===== config.mk =====
export PLATFORM = sky130hd
export DESIGN_NAME = id_ex_hazard_stage
export DESIGN_NICKNAME = d
export VERILOG_FILES = /design/src/rtl/id_ex_hazard_stage.sv
export SDC_FILE = /design/constraint.sdc
export NUM_CORES = 1
export LEC_CHECK = 0
export ABC_AREA = 0
export CAP_MARGIN = 15
export CORE_MARGIN = 8
export CORE_UTILIZATION = 30
export CTS_CLUSTER_SIZE = 40
export DETAILED_ROUTE_END_ITERATION = 8
export HOLD_SLACK_MARGIN = 0.03
export PLACE_DENSITY_LB_ADDON = 0.08
export SLEW_MARGIN = 10
export SYNTH_ARGS = -nofsm -noshare
export SYNTH_HDL_FRONTEND = slang
export SYNTH_SLANG_ARGS = --single-unit

===== constraint.sdc =====
create_clock -name clk -period 2.3 [get_ports clk]
set_clock_uncertainty 0.05 [all_clocks]
set_input_delay 0.46 -clock clk [delete_from_list [all_inputs] [get_ports clk]]
set_output_delay 0.46 -clock clk [all_outputs]
set_load 0.1 [all_outputs]

===== src/rtl/id_ex_hazard_stage.sv =====
// ID/EX pipeline register with load-use hazard detection, bubble insertion
// and a saturating count of inserted load-use bubbles.
module id_ex_hazard_stage #(
    parameter int DATA_W = 32,
    parameter int CNT_W  = 16
) (
    input  logic              clk,
    input  logic              rst,
    input  logic              hold,
    input  logic              flush,
    input  logic              ID_RegWrite,
    input  logic              ID_MemRead,
    input  logic              ID_MemWrite,
    input  logic              ID_MemToReg,
    input  logic              ID_ALUSrc,
    input  logic              ID_RegDst,
    input  logic [2:0]        ID_ALUOp,
    input  logic [DATA_W-1:0] ID_Read1,
    input  logic [DATA_W-1:0] ID_Read2,
    input  logic [DATA_W-1:0] ID_Imm,
    input  logic [DATA_W-1:0] ID_PCPlus4,
    input  logic [4:0]        IF_ID_Rs,
    input  logic [4:0]        IF_ID_Rt,
    input  logic [4:0]        IF_ID_Rd,
    output logic              ID_EX_RegWrite,
    output logic              ID_EX_MemRead,
    output logic              ID_EX_MemWrite,
    output logic              ID_EX_MemToReg,
    output logic              ID_EX_ALUSrc,
    output logic              ID_EX_RegDst,
    output logic [2:0]        ID_EX_ALUOp,
    output logic [DATA_W-1:0] ID_EX_Read1,
    output logic [DATA_W-1:0] ID_EX_Read2,
    output logic [DATA_W-1:0] ID_EX_Imm,
    output logic [DATA_W-1:0] ID_EX_PCPlus4,
    output logic [4:0]        ID_EX_Rs,
    output logic [4:0]        ID_EX_Rt,
    output logic [4:0]        ID_EX_Rd,
    output logic              ID_EX_Valid,
    output logic              PCWrite,
    output logic              IF_IDWrite,
    output logic [CNT_W-1:0]  StallCount
);

    logic             w_load_use;
    logic             w_bubble;
    logic             w_cnt_sat;
    logic [CNT_W-1:0] r_stall_cnt;

    // Rt compare is deliberately conservative: I-type destinations in Rt also stall.
    assign w_load_use = ID_EX_MemRead & ID_EX_Valid & (ID_EX_Rt != 5'd0) &
                        ((ID_EX_Rt == IF_ID_Rs) | (ID_EX_Rt == IF_ID_Rt));
    assign w_bubble   = flush | w_load_use;
    assign w_cnt_sat  = &r_stall_cnt;

    // Flush does not gate the front end; the branch logic owns the redirect.
    assign PCWrite    = ~hold & ~w_load_use;
    assign IF_IDWrite = ~hold & ~w_load_use;
    assign StallCount = r_stall_cnt;

    always_ff @(posedge clk or negedge rst) begin
        if (!rst) begin
            ID_EX_RegWrite <= 1'b0;
            ID_EX_MemRead  <= 1'b0;
            ID_EX_MemWrite <= 1'b0;
            ID_EX_MemToReg <= 1'b0;
            ID_EX_ALUSrc   <= 1'b0;
            ID_EX_RegDst   <= 1'b0;
            ID_EX_ALUOp    <= 3'd0;
            ID_EX_Read1    <= '0;
            ID_EX_Read2    <= '0;
            ID_EX_Imm      <= '0;
            ID_EX_PCPlus4  <= '0;
            ID_EX_Rs       <= 5'd0;
            ID_EX_Rt       <= 5'd0;
            ID_EX_Rd       <= 5'd0;
            ID_EX_Valid    <= 1'b0;
            r_stall_cnt    <= '0;
        end else if (!hold) begin
            ID_EX_RegWrite <= ID_RegWrite & ~w_bubble;
            ID_EX_MemRead  <= ID_MemRead  & ~w_bubble;
            ID_EX_MemWrite <= ID_MemWrite & ~w_bubble;
            ID_EX_MemToReg <= ID_MemToReg & ~w_bubble;
            ID_EX_ALUSrc   <= ID_ALUSrc   & ~w_bubble;
            ID_EX_RegDst   <= ID_RegDst   & ~w_bubble;
            ID_EX_ALUOp    <= w_bubble ? 3'd0 : ID_ALUOp;
            ID_EX_Read1    <= w_bubble ? '0 : ID_Read1;
            ID_EX_Read2    <= w_bubble ? '0 : ID_Read2;
            ID_EX_Imm      <= w_bubble ? '0 : ID_Imm;
            ID_EX_PCPlus4  <= w_bubble ? '0 : ID_PCPlus4;
            ID_EX_Rs       <= w_bubble ? 5'd0 : IF_ID_Rs;
            ID_EX_Rt       <= w_bubble ? 5'd0 : IF_ID_Rt;
            ID_EX_Rd       <= w_bubble ? 5'd0 : IF_ID_Rd;
            ID_EX_Valid    <= ~w_bubble;
            // A flush already squashes the slot, so the coincident stall is not counted.
            if (!flush && w_load_use && !w_cnt_sat) begin
                r_stall_cnt <= r_stall_cnt + 1'b1;
            end
        end
    end

endmodule

# Yosys cells after proc, flatten, opt, wreduce, memory -nomap -nowiden
# Index checks and enable logic that the tools add are counted.
[word_totals]
regBits = 169
output_inout_bits = 171
elab_cells = 49
[classes]
add_sub_neg = 1
n_eq_ne = 2
mux = 8
bitwise = 15
reduce_logical = 7
[ops]
columns = ["cell", "count"]
rows = [
  ["2-to-1 mux 32 bit", 4],
  ["adder 16 x 1 -> 16 bit, second input constant", 1],
  ["AND reduction 16 bit", 1],
  ["2-to-1 mux 5 bit", 3],
  ["AND 1 bit", 10],
  ["== test 5 bit", 2],
  ["nonzero test 5 bit", 1],
  ["2-to-1 mux 3 bit", 1],
  ["inverter 1 bit", 3],
  ["logical AND 1 bit", 2],
  ["zero test 1 bit", 2],
  ["OR 1 bit", 2],
  ["AND reduction 2 bit", 1],
]

# Logic depth before layout (Yosys ltp)
# Gate-level depths: netlist of the first run.
[logic_depth]
word_depth = 6
depth_mapped = 8

# Least setup slack after synthesis of the first run
# OpenSTA, ideal clock, no wires.
[synth_path]
path_type = "register to output"
startpoint = "register ID_EX_Rt[0]"
endpoint = "output PCWrite"
t_arrival_ns = 3.524
slack_ns = -1.734
stages_incl_launch_ff = 6
path_cell_list = "dfrtp_1 -> or3_1 -> o311a_1 -> nor2b_1 -> nor2_1 -> buf_4"
[synth_via]
elab_chain_len = 5
word_cells_on_any_way = 8
classes_between = "eq/ne (2); bitwise (5); reduce/logical (1)"
[synth_rtl]
columns = ["element", "line_no", "source"]
rows = [
  ["from (decl)", "37", "output logic [4:0] ID_EX_Rt,"],
  ["from (signal assigned)", "92", "ID_EX_Rt <= w_bubble ? 5'd0 : IF_ID_Rt;"],
  ["== test 5 bit or nonzero test 5 bit (tied branches)", "52, 51", ""],
  ["OR 1 bit or AND 1 bit (tied branches)", "52, 51", ""],
  ["AND 1 bit (*)", "51", "assign w_load_use = ID_EX_MemRead & ID_EX_Valid & (ID_EX_Rt != 5'd0) &"],
  ["inverter 1 bit (*)", "-", ""],
  ["AND 1 bit (*)", "-", ""],
  ["to (decl)", "40", "output logic PCWrite,"],
]
# Mark *: on every way between the ends. The rest lies on a longest branch, timed or not.

# Final worst setup path of the first run
[layout_path]
startpoint = "register ID_EX_Rt[0]"
endpoint = "output PCWrite"
[layout_via]
elab_chain_len = 5
word_cells_on_any_way = 8
classes_between = "eq/ne (2); bitwise (5); reduce/logical (1)"
[layout_rtl]
columns = ["element", "line_no", "source"]
rows = [
  ["== test 5 bit or nonzero test 5 bit (tied branches)", "52, 51", ""],
  ["OR 1 bit or AND 1 bit (tied branches)", "52, 51", ""],
  ["AND 1 bit (*)", "51", ""],
  ["inverter 1 bit (*)", "57", "assign PCWrite = ~hold & ~w_load_use;"],
  ["AND 1 bit (*)", "57", ""],
]
# Marks and branches as above.

==> out/results.tsv, run 1 <==
stage	metric	value	unit
run_status	status	finished, violations left	
run_status	violations	setup timing	
cells_and_area	syn_to_final_growth	70.27	%
worst_setup_path	path_class	flop to primary output	
grt	grt_usage	16.65	%
timing	maxSlewHeadroom	44.40	%
timing	whs	0.4365	ns
logic_synthesis	netlist_area	6257	um^2
logic_synthesis	ys_warn_count	0	
worst_setup_path	r2r-start	ID_EX_Rt[0]	
worst_setup_path	ff2ff_path_depth	9	
place	placed_area	9619	um^2
cells_and_area	layout.cells.most_common_list	191 x buf_4, 155 x dfrtp_1, 153 x clkdlybuf4s50_1	
floorplanning	rows	53	
route	drt_first_pass_iters	4	
worst_setup_path	cp.arrival	2.11	ns
place	hpwl	16290	um
timing	fmaxAchievable	381.9	MHz
route	drt_iter0_markers	229	
grt	grt_pass1_vias	5487	
logic_synthesis	avgSynthCellArea	14.45	um^2
cells_and_area	design_area	10650	um^2
worst_setup_path	cp-endpoint	PCWrite	
timing	rsz0062_at_grt	yes	
route	drcViolationCount	0	
logic_synthesis	seq_area_frac_synth	67.59	%
run	drv_cap	0	
worst_hold_path	hp-class	flop to flop	
worst_setup_path	r2r_setup_slack	-0.17	ns
route	vias	5229	
power_and_ir_drop	vdd_drop_max	0.4670	mV
worst_setup_path	start_kind	flop	
timing	hold_violations	0	
place	port_buffers	326	
timing	setup_slack	-0.3183	ns
cells_and_area	diodes	0	
worst_setup_path	crit-reg2reg-capture	ID_EX_Read1[30]	
route	antenna_left	0	
floorplanning	ios	327	
route	routedWlPerCell	21.51	um
place	place_congestion	0.7924	
logic_synthesis	netlist_instances	433	
route	wirelength	23250	um
clock_network	cts_made_buffers	17	
floorplanning	start_util	30.15	%
timing	drv_slew	0	
worst_hold_path	hold_start	StallCount[8]	
logic_synthesis	synth_nets	590	
cells_and_area	final_cells	1081	
route	via_per_inst	4.837	
clock_network	h-tree-depth	4	
timing	worst_pin_slew	0.8341	ns
logic_synthesis	ys_seq_elements	169	
clock_network	cts_tree	built	
floorplanning	die_h	160.4	um
grt	antenna_found_initial	1	
worst_setup_path	crit_start	ID_EX_Rt[0]	
grt	grt_max_degree	78	
floorplanning	coreArea	20760	um^2
cells_and_area	layout_commonest_cell	buf_4	
power_and_ir_drop	p_leak	5.128	nW
timing	fin_tns_setup	-13.74	ns
logic_synthesis	ys_types	27	
grt	overflow	0	
worst_setup_path	cp_data_required_time	1.79	ns
worst_setup_path	crit_path_end_kind	primary output	
clock_network	clock_latency	0.43	ns
cells_and_area	layout-drive-gt1-share	34.12	%
cells_and_area	final_nets	950	
timing	setup_viol	131	
floorplanning	die-area	25730	um^2
power_and_ir_drop	powerDensity	836.2	nW/um^2
grt	grt_pass1_wl	33600	um
clock_network	cts_root_buffer	clkbuf_16	
clock_network	cts.clk_slew.worst_paths	0.07	ns
cells_and_area	final_core_util	51.33	%
worst_setup_path	path_max_fanout	3	
place	dp.cells	1027	
timing	fin_crit	2.618	ns
timing	finalCritPeriodShare	113.8	%
place	place_worst_setup_slack	-0.3126	ns
floorplanning	die_x	160.4	um
clock_network	cts_buffer_depth	2	
power_and_ir_drop	power.total	8.909	mW
clock_network	cts.sinks	169	
-- logic make-up after synthesis --
| group | Yosys count | synth area share [%] |
|---|---|---|
| flip-flops | 169 | 67.59 |
| AO/OA/AOI/OAI | 156 | 21.80 |
| AND/OR/NAND/NOR | 45 | 3.880 |
| buffers and inverters | 36 | 2.859 |
| XOR/XNOR | 25 | 3.499 |
| multiplexers | 1 | 0.1800 |
| adder cells (fa/ha/maj) | 1 | 0.1999 |
-- critical path, cell delays in order (launching register included) --
cell,delay [ns]
dfrtp_4,0.49
or3_4,0.38
o311a_1,0.32
nor2b_4,0.15
nor2_4,0.14
buf_12,0.19
-- power by group --
part | total (mW) | switching (mW) | internal [mW]
Combinational | 2.84 | 2.04 | 0.796
Clock | 2.75 | 1.25 | 1.51
Sequential | 3.32 | 0.133 | 3.19
Total | 8.91 | 3.42 | 5.49
-- routing by layer --
| layer | track usage, % | part of all wire [%] | up-vias |
|---|---|---|---|
| met5 | 0 | 0.034 | - |
| li1 | - | - | 2369 |
| met4 | 5.140 | 1.4 | 2 |
| met3 | 5.912 | 6.9 | 22 |
| met2 | 28.04 | 51 | 205 |
| met1 | 19.56 | 41 | 2631 |
-- cells in the mapped netlist (all sizes together) --
library cell / n / share of area, %
dfrtp: 169 / 68
a22o: 152 / 21
xor2: 18 / 2.5
buf: 17 / 1.7
clkbuf: 17 / 1.0
nor2: 9 / 0.54
nor3: 8 / 0.82
nand2: 7 / 0.42
xnor2: 7 / 0.98
nand3: 6 / 0.48
nand4: 6 / 0.60
and4: 2 / 0.28
inv: 2 / 0.12
nor4: 2 / 0.20
a21o: 1 / 0.12
a22oi: 1 / 0.12
and3: 1 / 0.10
ha: 1 / 0.20
mux2: 1 / 0.18
nand2b: 1 / 0.10
nor2b: 1 / 0.10
nor4b: 1 / 0.14
o311a: 1 / 0.16
o31ai: 1 / 0.12
or3: 1 / 0.10
-- final cells by class --
cell class	count	area [um^2]
clock buffer	20	436.7
tap	275	344.1
timing repair buffer	375	3591
fill	1777	10100
inverter	2	7.507
multi-input combinational	228	1902
clock inverter	12	118.9
sequential	169	4254
-- flip-flops by register name (all words and copies together), names as in the netlist --
name	count
ID_EX_ALUOp	3
ID_EX_ALUSrc	1
ID_EX_Imm	32
ID_EX_MemRead	1
ID_EX_MemToReg	1
ID_EX_MemWrite	1
ID_EX_PCPlus4	32
ID_EX_Rd	5
ID_EX_Read1	32
ID_EX_Read2	32
ID_EX_RegDst	1
ID_EX_RegWrite	1
ID_EX_Rs	5
ID_EX_Rt	5
ID_EX_Valid	1
StallCount	16
-- worst min-delay path by stage --
| stage | to | cells after the start |
|---|---|---|
| after CTS | StallCount[8] | 1 |
| after global placement | ID_EX_Read1[26] | 1 |
| final | StallCount[8] | 1 |
| after detailed placement | ID_EX_Rd[1] | 1 |
| after global routing | StallCount[8] | 1 |
| after floorplan | ID_EX_ALUOp[0] | 0 |
-- timing repair --
action / CTS / global route
buffers inserted: 2 / 5
setup endpoints to repair: 2 / 151
pin swaps: 1 / 5
hold buffers: 1 / 0
endpoints found under the hold margin: 34 / 0
cloned: 0 / 15
resized for setup: 2 / 20
No activity file was read; power rests on OpenSTA's default activity.
==> run 2: changes to the inputs <==
Clock period 2.3 ns to 3.2 ns, I/O delays scaled along.
==> run 2 against run 1 <==
Net effect: the flow now finishes without violations; core utilization down 2.9 points; via count down 4.4%; register-to-register slack better by 0.79 ns; count of clock-buffer cells in the layout unchanged; combinational power down 32%; hold slack better by 0.015 ns; worst setup slack better by 0.51 ns; die area unchanged; routed wire length down 7.2%; cell count down 3.4%; first-iteration DRC count up 24%; final area down 5.6%; critical endpoint unchanged.
==> out/results.tsv, run 2 (synthesized netlist as in run 1, its figures left out) <==
stage	metric	value	unit	change
route	wirelength	21570	um	was 23250 um
clock_network	clock_latency	0.42	ns	was 0.43 ns
route	antenna_left	0		unchanged
place	place_worst_setup_slack	0.1868	ns	was -0.3126 ns
floorplanning	ios	327		unchanged
clock_network	cts_root_buffer	clkbuf_16		unchanged
worst_setup_path	path_max_fanout	2		was 3
timing	fin_tns_setup	0	ns	was -13.74 ns
run	drv_cap	0		unchanged
cells_and_area	final_cells	1044		was 1081
power_and_ir_drop	power.total	6.551	mW	was 8.909 mW
worst_setup_path	r2r_setup_slack	0.62	ns	was -0.17 ns
route	via_per_inst	4.788		was 4.837
run_status	status	complete, no violations		was finished, violations left
worst_setup_path	crit_path_end_kind	primary output		unchanged
worst_setup_path	path_class	input pin to primary output		was flop to primary output
route	drt_iter0_markers	283		was 229
place	place_congestion	0.7876		was 0.7924
power_and_ir_drop	clkPwrFrac	34.0	%	was 30.9%
timing	worst_pin_slew	0.8349	ns	was 0.8341 ns
route	vias	4999		was 5229
timing	rsz0062_at_grt	no		was yes
place	port_buffers	326		unchanged
timing	maxSlewHeadroom	44.34	%	was 44.40%
power_and_ir_drop	powerDensity	651.4	nW/um^2	was 836.2 nW/um^2
timing	hold_violations	0		unchanged
cells_and_area	final_nets	911		was 950
cells_and_area	syn_to_final_growth	60.73	%	was 70.27%
floorplanning	coreArea	20760	um^2	unchanged
cells_and_area	layout.cells.most_common_list	176 x buf_4, 164 x dfrtp_1, 153 x clkdlybuf4s50_1		was 191 x buf_4, 155 x dfrtp_1, 153 x clkdlybuf4s50_1
timing	fmaxAchievable	332.3	MHz	
timing	finalCritPeriodShare	94.06	%	
timing	setup_viol	0		was 131
clock_network	cts.sinks	169		unchanged
floorplanning	die_h	160.4	um	unchanged
cells_and_area	layout-drive-gt1-share	28.68	%	was 34.12%
clock_network	ctsResizeCount	0		was 2
route	drt_first_pass_iters	6		was 4
floorplanning	rows	53		unchanged
power_and_ir_drop	combinationalPowerShare	29.5	%	was 31.8%
route	routedWlPerCell	20.66	um	was 21.51 um
worst_setup_path	cp_data_required_time	2.51	ns	was 1.79 ns
power_and_ir_drop	p_sw	2.419	mW	was 3.420 mW
grt	antenna_found_initial	2		was 1
grt	grt_pass1_wl	33060	um	was 33600 um
cells_and_area	design_area	10060	um^2	was 10650 um^2
clock_network	h-tree-depth	4		unchanged
cells_and_area	layout_commonest_cell	buf_4		unchanged
clock_network	cts.clk_slew.worst_paths	0.07	ns	about the same
power_and_ir_drop	seq_power_share	36.4	%	was 37.3%
timing	whs	0.4514	ns	was 0.4365 ns
power_and_ir_drop	p_leak	4.887	nW	was 5.128 nW
route	drcViolationCount	0		unchanged
place	hpwl	15780	um	was 16290 um
grt	grt_pass1_vias	5371		was 5487
timing	fin_crit	3.010	ns	
grt	overflow	0		unchanged
power_and_ir_drop	internal_power	4.133	mW	was 5.489 mW
place	dp.cells	1009		was 1027
floorplanning	die_x	160.4	um	unchanged
floorplanning	start_util	30.15	%	unchanged
power_and_ir_drop	swShare	36.92	%	was 38.39%
clock_network	cts_made_buffers	17		unchanged
grt	grt_max_degree	101		was 78
worst_setup_path	start_kind	input pin		was flop
clock_network	cts_tree	built		unchanged
grt	grt_usage	16.42	%	was 16.65%
power_and_ir_drop	vdd_drop_max	0.3053	mV	was 0.4670 mV
worst_setup_path	cp.arrival	2.32	ns	was 2.11 ns
worst_hold_path	hp-class	flop to flop		unchanged
timing	setup_slack	0.1902	ns	was -0.3183 ns
timing	drv_slew	0		unchanged
floorplanning	die-area	25730	um^2	unchanged
cells_and_area	final_core_util	48.45	%	was 51.33%
place	placed_area	9408	um^2	was 9619 um^2
clock_network	cts_buffer_depth	2		unchanged
[run 2: cell types whose count changed in the layout (fill, tap and decap cells not counted), moves of 2 or more]
cell	before	now
clkinvlp_4	5	1
buf_8	4	0
bufinv_16	1	4
diode_2	0	2
buf_4	191	176
dfrtp_4	3	0
buf_16	2	0
buf_12	9	5
buf_6	4	1
dfrtp_1	155	164
dfrtp_2	11	5
clkbuf_16	28	17
[run 2: final timing paths]
| path | start | endpoint | depth (start not counted) |
|---|---|---|---|
| worst max-delay path | IF_ID_Rs[4] | PCWrite | 8 |
| worst min-delay path | StallCount[8] | StallCount[8] | 1 |
| worst max register to register | ID_EX_Rt[0] | ID_EX_PCPlus4[28] | 7 |
| worst min register to register | StallCount[8] | StallCount[8] | 1 |
| max in group asynchronous | rst | ID_EX_PCPlus4[29] | 3 |
| min in group asynchronous | rst | ID_EX_Read2[27] | 2 |
[run 2: cell type report]
| cell class | instances | area, um^2 |
|---|---|---|
| clock buffers | 20 | 446.7 |
| repair buffers | 336 | 2974 |
| fillers | 1847 | 10700 |
| diodes | 2 | 5.005 |
| flip-flops and latches | 169 | 4235 |
| well taps | 275 | 344.1 |
| inverters | 2 | 7.507 |
| multi-input cells | 228 | 1857 |
| clock inverters | 12 | 187.7 |
[run 2: worst max-delay path, cell delays in order]
cell and delay, ns:
clkdlybuf4s50_1 0.50, xor2_1 0.18, nor3_1 0.09, a22oi_1 0.28
nor2b_1 0.09, buf_4 0.16, nor2_4 0.18, buf_12 0.20
[run 2: layer usage]
metal	GRT usage, %	share of wire, %	vias to the layer above
li1	-	-	2292
met1	18.61	40	2503
met2	28.04	51	177
met3	5.324	6.0	27
met4	6.839	2.4	0
met5	0	0	-
[run 2: power groups by stage]
stage / Clock [mW] / Combinational (mW) / Sequential (mW)
3_3_place_gp: 0 / 1.94 / 2.42
5_1_grt: 2.38 / 1.99 / 2.41
2_1_floorplan: 0 / 0.225 / 3.54
4_1_cts: 2.29 / 1.95 / 2.39
3_5_place_dp: 0 / 1.95 / 2.42
6_report: 2.23 / 1.93 / 2.39
[run 2: what timing repair did]
action,4_1_cts,5_1_grt
setup buffers,0,0
hold buffers,1,0
endpoints found under the hold margin,8,0
==> run 3: changes to the inputs <==
Settings changed: DONT_BUFFER_PORTS from default to 1.
==> run 3 against run 2 <==
Net effect: the run now ends with hold timing left; critical path type is now flop to primary output; core utilization down 14 points; combinational power down 84%; worst setup slack better by 0.081 ns; final area down 28%; via count down 24%; clock power down 13%; flip-flop and latch count unchanged.
==> out/results.tsv, run 3 (synthesized netlist as in run 1, its figures left out) <==
stage	metric	value	unit	change
run_status	status	finished, violations left		was complete, no violations
run_status	violations	hold timing		
power_and_ir_drop	powerDensity	795.3	nW/um^2	was 651.4 nW/um^2
place	place_congestion	0.7439		was 0.7876
cells_and_area	layout.cells.most_common_list	164 x dfrtp_1, 152 x a22o_1, 25 x buf_4		was 176 x buf_4, 164 x dfrtp_1, 153 x clkdlybuf4s50_1
worst_setup_path	path_class	flop to primary output		was input pin to primary output
worst_setup_path	crit-reg2reg-capture	ID_EX_PCPlus4[14]		was ID_EX_PCPlus4[28]
grt	grt_busiest_layer	met2		unchanged
cells_and_area	diodes	0		was 2
cells_and_area	syn_to_final_growth	15.28	%	was 60.73%
timing	setup_viol	0		unchanged
worst_setup_path	ff2ff_path_depth	6		was 7
run	drv_cap	0		unchanged
floorplanning	die_h	160.4	um	unchanged
floorplanning	die_x	160.4	um	unchanged
timing	fin_crit	2.928	ns	was 3.010 ns
grt	grt_pass1_vias	4115		was 5371
timing	drv_slew	0		unchanged
route	routedWlPerCell	25.19	um	was 20.66 um
route	vias	3817		was 4999
grt	antenna_found_initial	1		was 2
floorplanning	coreArea	20760	um^2	unchanged
cells_and_area	final_core_util	34.75	%	was 48.45%
timing	finalCritPeriodShare	91.51	%	was 94.06%
route	drt_first_pass_iters	6		unchanged
route	drcViolationCount	0		unchanged
place	hpwl	12950	um	was 15780 um
worst_setup_path	r2r-start	ID_EX_Rt[0]		unchanged
timing	worst_pin_slew	1.016	ns	was 0.8349 ns
floorplanning	ios	327		unchanged
clock_network	cts_root_buffer	clkbuf_16		unchanged
power_and_ir_drop	p_leak	3.425	nW	was 4.887 nW
clock_network	ctsResizeCount	0		unchanged
grt	grtUsageMet1	16.10	%	was 18.61%
route	drt_iter0_markers	290		was 283
worst_setup_path	cp_data_required_time	2.51	ns	about the same
cells_and_area	layout-drive-gt1-share	14.22	%	was 28.68%
clock_network	cts.clk_slew.worst_paths	0.07	ns	about the same
timing	fin_tns_setup	0	ns	unchanged
clock_network	post-cts-setup-buffer-count	0		unchanged
clock_network	cts_tree	built		unchanged
grt	overflow	0		unchanged
clock_network	cts.sinks	169		unchanged
route	wirelength	18440	um	was 21570 um
worst_setup_path	start_kind	flop		was input pin
grt	gr-usage-met3	6.015	%	was 5.324%
place	dp.cells	700		was 1009
cells_and_area	final_cells	732		was 1044
clock_network	cts_made_buffers	17		unchanged
clock_network	clock_latency	0.42	ns	about the same
clock_network	cts_buffer_depth	2		unchanged
timing	hold_violations	169		was 0
cells_and_area	layout_commonest_cell	dfrtp_1		was buf_4
power_and_ir_drop	vdd_drop_max	0.2959	mV	was 0.3053 mV
timing	maxSlewHeadroom	32.26	%	was 44.34%
worst_setup_path	path_max_fanout	5		was 2
floorplanning	start_util	30.15	%	unchanged
cells_and_area	n_fill_cell	2013		was 1847
floorplanning	die-area	25730	um^2	unchanged
timing	whs	-0.1321	ns	was 0.4514 ns
grt	grt_pass1_wl	27910	um	was 33060 um
cells_and_area	final_nets	601		was 911
floorplanning	rows	53		unchanged
route	antenna_left	0		unchanged
worst_setup_path	cp.arrival	2.24	ns	was 2.32 ns
timing	rsz0062_at_grt	no		unchanged
grt	grt_use_met2	23.21	%	was 28.04%
worst_setup_path	crit_path_end_kind	primary output		unchanged
grt	grt_max_degree	170		was 101
place	port_buffers	0		was 326
worst_setup_path	r2r_setup_slack	0.51	ns	was 0.62 ns
route	via_per_inst	5.214		was 4.788
timing	fmaxAchievable	341.5	MHz	was 332.3 MHz
clock_network	h-tree-depth	4		unchanged
worst_hold_path	hp-class	input pin to asynchronous set/reset pin		was flop to flop
grt	grt_usage	14.02	%	was 16.42%
==> run 3: cell types whose count changed in the layout (fill, tap and decap cells not counted), sizes merged, moves of 2 or more <==
| cell | previous run | this run |
|---|---|---|
| inv | 6 | 8 |
| diode | 2 | 0 |
| buf | 182 | 26 |
| bufinv | 4 | 0 |
| clkdlybuf4s50 | 153 | 0 |
==> run 3: metal layers <==
layer,vias up,share of wire (%)
met4,2,1.4
li1,1664,-
met5,-,0.071
met2,162,51
met3,17,8.5
met1,1972,39
==> run 3: worst max-delay path, stage by stage, from the launching register on <==
cell	delay (ns)
dfrtp_2	0.44
or3_1	0.39
o311a_1	0.34
nor2b_1	0.20
nor2_4	0.18
buf_12	0.26
==> run 3: worst max path at each step <==
stage | from | to | slack, ns | cells past startpoint
after global routing | ID_EX_Rt[0] | PCWrite | 0.17 | 5
final | ID_EX_Rt[0] | PCWrite | 0.27 | 5
after detailed placement | IF_ID_Rs[4] | ID_EX_PCPlus4[14] | 0.52 | 7
after floorplan | ID_EX_Rt[0] | PCWrite | 0.05 | 5
after CTS | ID_EX_Rt[0] | PCWrite | 0.23 | 5
after global placement | IF_ID_Rs[2] | ID_EX_Read2[27] | 0.60 | 7
==> run 3: cell type report <==
| class | instances | area, um^2 | share of cell area (%) |
|---|---|---|---|
| timing repair buffer | 26 | 207.7 | 2.879 |
| multi-input combinational | 228 | 1857 | 25.74 |
| clock inverter | 12 | 105.1 | 1.457 |
| inverter | 2 | 7.507 | 0.1041 |
| clock buffer | 20 | 456.7 | 6.331 |
| sequential | 169 | 4235 | 58.72 |
| tap | 275 | 344.1 | 4.770 |
==> run 3: power breakdown <==
| group | switching, mW | internal [mW] | leakage [nW] |
|---|---|---|---|
| sequential | 1.22 | 2.26 | 2.21 |
| clock | 0.891 | 1.06 | 0.271 |
| combinational | 0.166 | 0.142 | 0.946 |
| total | 2.27 | 3.46 | 3.43 |
==> run 3: stage by stage <==
step / hold slack [ns] / worst slack [ns] / cell area [um^2] / total power [mW]
final: -0.1321 / 0.2716 / 7213 / 5.737
after detailed placement: 0.3001 / 0.5248 / 6651 / 3.840
after floorplan: 0.2944 / 0.04931 / 6271 / 3.760
after global routing: -0.1686 / 0.1718 / 7213 / 5.947
after global placement: 0.3028 / 0.6041 / 6651 / 3.835
after CTS: -0.1639 / 0.2340 / 7213 / 5.824
